`src/rtl/mem_port_arbiter.sv`:
```
// Arbiter that shares one single-ported external memory between the
// instruction-fetch port (read-only) and the load/store port. Each access
// holds ext_en for MEM_LAT cycles, then the winning port gets a one-cycle ack.
// The load/store port normally wins ties. A starvation counter hands a tie to
// instruction fetch after STARVE_LIM consecutive losses.
module mem_port_arbiter #(
    parameter int ADDR_W     = 16,
    parameter int DATA_W     = 16,
    parameter int MEM_LAT    = 2,
    parameter int STARVE_LIM = 3
) (
    input  logic              clk,
    input  logic              rst,
    input  logic              if_req,
    input  logic [ADDR_W-1:0] if_addr,
    output logic [DATA_W-1:0] if_rdata,
    output logic              if_ack,
    input  logic              mem_req,
    input  logic              mem_we,
    input  logic [ADDR_W-1:0] mem_addr,
    input  logic [DATA_W-1:0] mem_wdata,
    output logic [DATA_W-1:0] mem_rdata,
    output logic              mem_ack,
    output logic              ext_en,
    output logic              ext_we,
    output logic [ADDR_W-1:0] ext_addr,
    output logic [DATA_W-1:0] ext_wdata,
    input  logic [DATA_W-1:0] ext_rdata,
    output logic              stall_if,
    output logic              stall_mem,
    output logic              busy
);

    typedef enum logic [1:0] {IDLE, ACCESS, ACK} state_t;

    localparam logic [3:0] LAT_LAST   = 4'(MEM_LAT - 1);
    localparam logic [3:0] STARVE_CAP = 4'(STARVE_LIM);

    state_t            state;
    state_t            stateNext;
    logic              ownerMem;     // 0 = IF owns the access, 1 = MEM
    logic [3:0]        cnt;
    logic [3:0]        starve;
    logic [ADDR_W-1:0] addrReg;
    logic [DATA_W-1:0] wdataReg;
    logic              weReg;
    logic [DATA_W-1:0] ifRdataReg;
    logic [DATA_W-1:0] memRdataReg;
    logic              grantIf;
    logic              grantMem;

    // Arbitration decision; only meaningful while IDLE, request lines are ignored elsewhere
    always_comb begin
        grantIf  = 1'b0;
        grantMem = 1'b0;
        if (state == IDLE) begin
            if (if_req && mem_req) begin
                if (STARVE_LIM != 0 && starve == STARVE_CAP) grantIf = 1'b1;
                else                                         grantMem = 1'b1;
            end else if (mem_req) begin
                grantMem = 1'b1;
            end else if (if_req) begin
                grantIf = 1'b1;
            end
        end
    end

    // State register
    always_ff @(posedge clk) begin
        if (rst) state <= IDLE;
        else     state <= stateNext;
    end

    // Next-state logic
    always_comb begin
        stateNext = state;
        case (state)
            IDLE:    if (grantIf || grantMem) stateNext = ACCESS;
            ACCESS:  if (cnt == 4'd0)         stateNext = ACK;
            ACK:     stateNext = IDLE;
            default: stateNext = IDLE;
        endcase
    end

    // Grant latches, latency counter, starvation counter and read-data capture
    always_ff @(posedge clk) begin
        if (rst) begin
            ownerMem    <= 1'b0;
            cnt         <= 4'd0;
            starve      <= 4'd0;
            addrReg     <= '0;
            wdataReg    <= '0;
            weReg       <= 1'b0;
            ifRdataReg  <= '0;
            memRdataReg <= '0;
        end else begin
            if (grantIf || grantMem) begin
                ownerMem <= grantMem;
                addrReg  <= grantMem ? mem_addr : if_addr;
                weReg    <= grantMem & mem_we;
                cnt      <= LAT_LAST;
                // IF never writes, so its grant keeps the previous write data
                if (grantMem) wdataReg <= mem_wdata;
            end
            if (grantIf) begin
                starve <= 4'd0;
            end else if (grantMem && if_req && starve != 4'hF) begin
                starve <= starve + 4'd1;
            end
            if (state == ACCESS) begin
                if (cnt != 4'd0) begin
                    cnt <= cnt - 4'd1;
                end else if (!weReg) begin
                    if (ownerMem) memRdataReg <= ext_rdata;
                    else          ifRdataReg  <= ext_rdata;
                end
            end
        end
    end

    // Outputs decoded from state and the latched transaction
    always_comb begin
        ext_en    = (state == ACCESS);
        ext_we    = (state == ACCESS) && weReg;
        ext_addr  = addrReg;
        ext_wdata = wdataReg;
        if_ack    = (state == ACK) && !ownerMem;
        mem_ack   = (state == ACK) && ownerMem;
        if_rdata  = ifRdataReg;
        mem_rdata = memRdataReg;
        busy      = (state != IDLE);
        stall_if  = if_req && !if_ack;
        stall_mem = mem_req && !mem_ack;
    end

endmodule

```
`config.mk`:
```
export PLATFORM = sky130hd
export DESIGN_NAME = mem_port_arbiter
export DESIGN_NICKNAME = d
export VERILOG_FILES = /design/src/rtl/mem_port_arbiter.sv
export SDC_FILE = /design/constraint.sdc
export NUM_CORES = 1
export LEC_CHECK = 0
export ABC_CLOCK_PERIOD_IN_PS = 1800
export BUFFER_PORTS_ARGS = -buffer_cell sky130_fd_sc_hd__buf_2
export CAP_MARGIN = 20
export CELL_PAD_IN_SITES_DETAIL_PLACEMENT = 1
export CELL_PAD_IN_SITES_GLOBAL_PLACEMENT = 1
export CORE_ASPECT_RATIO = 1.4
export CORE_MARGIN = 4
export CORE_UTILIZATION = 29
export CTS_BUF_LIST = sky130_fd_sc_hd__clkbuf_16
export CTS_CLUSTER_SIZE = 14
export DETAILED_ROUTE_END_ITERATION = 8
export GPL_TIMING_DRIVEN = 1
export PLACE_DENSITY_LB_ADDON = 0.1
export SLEW_MARGIN = 10
export SYNTH_ARGS = -nofsm -noshare
export SYNTH_HDL_FRONTEND = slang
export SYNTH_SLANG_ARGS = --single-unit
export TNS_END_PERCENT = 30
```
`constraint.sdc`:
```
create_clock -name clk -period 1.8 [get_ports clk]
set_input_delay 0.09 -clock clk [delete_from_list [all_inputs] [get_ports clk]]
set_output_delay 0.09 -clock clk [all_outputs]
set_load 0.02 [all_outputs]
```
==> results.cfg <==
[setup_path]
cp.arrival_ns = 2.00
cp-end-kind = flop
worst_path_dominant_cell_family = simple AND/OR/NAND/NOR gates
path_max_fanout = 8
path_cells = inv_4 > ha_4 > or3b_4 > or4_4 > nand2_2 > a21oi_2
crit_path_max_incr_delay_ns = 0.61
cp-start-kind = flop
critPathKind = reg2reg
cp_slowest_cell = or4_4
required_ns = 2.00
crit_buf_inv = 1

[sta]
max_slew_margin = 0.3714
skew_ns = 0.005134
fmax_ghz = 0.5556
final_max_slew_viol_count = 0
hold_viol_final = 0
fin_crit_sh = 1.000
fin_ws_ns = 0.00006550
timing_worst_slew_pin_value_ns = 0.9427
rsz0062_at_grt = true
period_needed_ns = 1.800
setup_viol = 0

[place]
placed_cell_area_um2 = 3976
routabilityCongestion = 0.7234
post-place-ws_ns = -0.009814
dp_hpwl_um = 6938
io_buffers = 139

[synth]
ys_warn_count = 0
synth_top_cell_by_area = dfxtp_1
synth_edf_count = 0
syn_inst = 378
netlist_area_um2 = 3057
syn_nets = 449
seq_area_frac_synth = 0.4977
synth.area.top_cells = dfxtp_1, nand2_1, a21oi_1, a211oi_1, nor2_1
synth-seq-cells = 76
synthArstFlopShare = 0
yosysTopAreaCellShare = 0.4977
ys_types = 38
synthFlopType = dfxtp_1
postSynthAreaPerCell_um2 = 8.086

[final_layout]
design_area_um2 = 4587
drive_gt1_frac = 0.3736
final_util = 0.4432
fin_nets = 613
areaGrowthSynthToFinish_pct = 50.06
nFillCells = 1292

[global_routing]
grt_max_degree = 43
grt.total_usage = 0.1658
grt_pass1_wl_um = 15920
grt_antenna_before_repair = 0
globalRouteOverflowTotal = 0
grt_pass1_vias = 3327

[clock_tree]
clock_path_buffers = 2
cts_buffers = 9
cts_max_level = 3
clkSlewWorstSetupHoldPaths_ns = 0.06
cts_root_buf = clkbuf_16
cts_tree = done
cts.sinks = 76
clk_latency_ns = 0.33

[min_path]
hold_class = in2reg

[floorplan]
num_io_pins = 140
die_h_um = 129.5
die-area_um2 = 12270
num_rows = 44
core_um2 = 10350
start_util = 0.2953
die_w_um = 94.77

[power_and_ir_drop]
power.density_nw_per_um2 = 1029
p_leak_nw = 2.023
irDropWorstVdd_uv = 500.8

[routing]
vias = 3171
viasPerCell = 4.629
drt-initial-drc-count = 69
ant_nets = 0
drt_first_pass_iters = 4
drc_errors = 0
finalWirelength_um = 10080
wl_per_cell_um = 14.72

[job]
drv_cap = 0

[run_status]
status = finished clean
flip-flops by register name, indices dropped and copies added (netlist names):
register   flops
starve         4
if_rdata      16
ownerMem       1
mem_rdata     16
ext_wdata     16
ext_addr      16
weReg          1
cnt            4
state          2
area by class of cell:
cell class,count,area [µm²],share of cell area
Sequential cell,76,1526,0.3328
Multi-Input combinational cell,272,1464,0.3191
Timing Repair Buffer,178,1119,0.2439
Clock buffer,9,225.2,0.04910
Tap cell,138,172.7,0.03764
Clock inverter,6,56.30,0.01227
Inverter,5,21.27,0.004637
Antenna cell,1,2.502,0.0005456
cells in the final DEF, fill, tap and decap left out, drive strengths merged, types with 5 or more instances in the layout:
cell type	n
buf	151
nand2	117
dfxtp	76
a21oi	70
dlygate4sd3	27
nor2	24
a211oi	18
clkbuf	9
nand3	5
inv	5
clkinv	5
synthesized netlist by cell type (2+ instances only):
cell / instances
nand3_1: 5
nor2b_1: 2
ha_1: 2
clkbuf_1: 17
o21ai_1: 2
nand2_1: 107
nand2b_1: 2
inv_1: 5
xnor2_1: 2
nor2_1: 24
buf_2: 8
dfxtp_1: 76
a211oi_1: 18
nor3b_1: 2
a21oi_1: 60
and3_1: 3
a21oi_2: 10
and2_1: 2
nor3_1: 3
nand2_2: 10
tightest hold or removal path, cell delays in order:
cell	delay [ns]
buf_2	0.09
nand2_1	0.05
a211oi_1	0.05
where the power goes:
group | total (mW) | internal, mW | switching, mW
combinational | 1.07 | 0.435 | 0.639
sequential | 1.92 | 1.82 | 0.0932
clock | 1.73 | 1.05 | 0.678
total | 4.72 | 3.31 | 1.41
metal layers:
layer | track usage | wire length, µm | vias up
met3 | 0.04297 | 568 | 10
li1 | - | - | 1593
met1 | 0.1808 | 4009 | 1482
met2 | 0.3040 | 5373 | 86
met5 | 0 | 0 | -
met4 | 0.06117 | 129 | 0
logic make-up (layout without fill, tap and decap cells):
group / count (synthesis) / in the layout / share of synthesized area
and+or+nand+nor: 170 / 171 / 0.2521
AOI/OAI and AO/OA: 96 / 96 / 0.1891
DFF: 76 / 76 / 0.4977
buffers and inverters: 31 / 198 / 0.04380
adders and majority gates: 2 / 2 / 0.008185
xor gates and xnor gates: 2 / 2 / 0.005732
muxes: 1 / 1 / 0.003275
other: 0 / 1 / 0
through the flow:
stage          hold WS, ns  power [mW]  instances   TNS [ns]
2_1_floorplan       0.2260       2.564        378    -0.4305
3_3_place_gp        0.3286       2.942        640          0
3_5_place_dp        0.3375       2.963        640  -0.009817
4_1_cts          0.0005460       4.778        682   -0.02136
5_1_grt            0.01091       4.985        684    -0.4469
6_report          0.009810       4.721        685          0
path summary, 6_finish.rpt:
kind | end | from | cells after the start | slack, ns
max | if_rdata[1] | cnt[0] | 6 | 0.00007
min | ext_addr[10] | if_addr[10] | 3 | 0.01
max reg2reg | if_rdata[1] | cnt[0] | 6 | 0.00007
min reg2reg | mem_rdata[9] | mem_rdata[9] | 2 | 0.45
repair_timing:
action                                 4_1_cts  5_1_grt
setup buffers                                0        1
gates cloned                                 0        1
endpoints found under the hold margin       27        0
gates resized for setup                      1       13
setup endpoints to repair                    2       17
pin swaps                                    0       20
hold buffers                                27        0
Note: power is estimated with default switching activity, not from simulation.
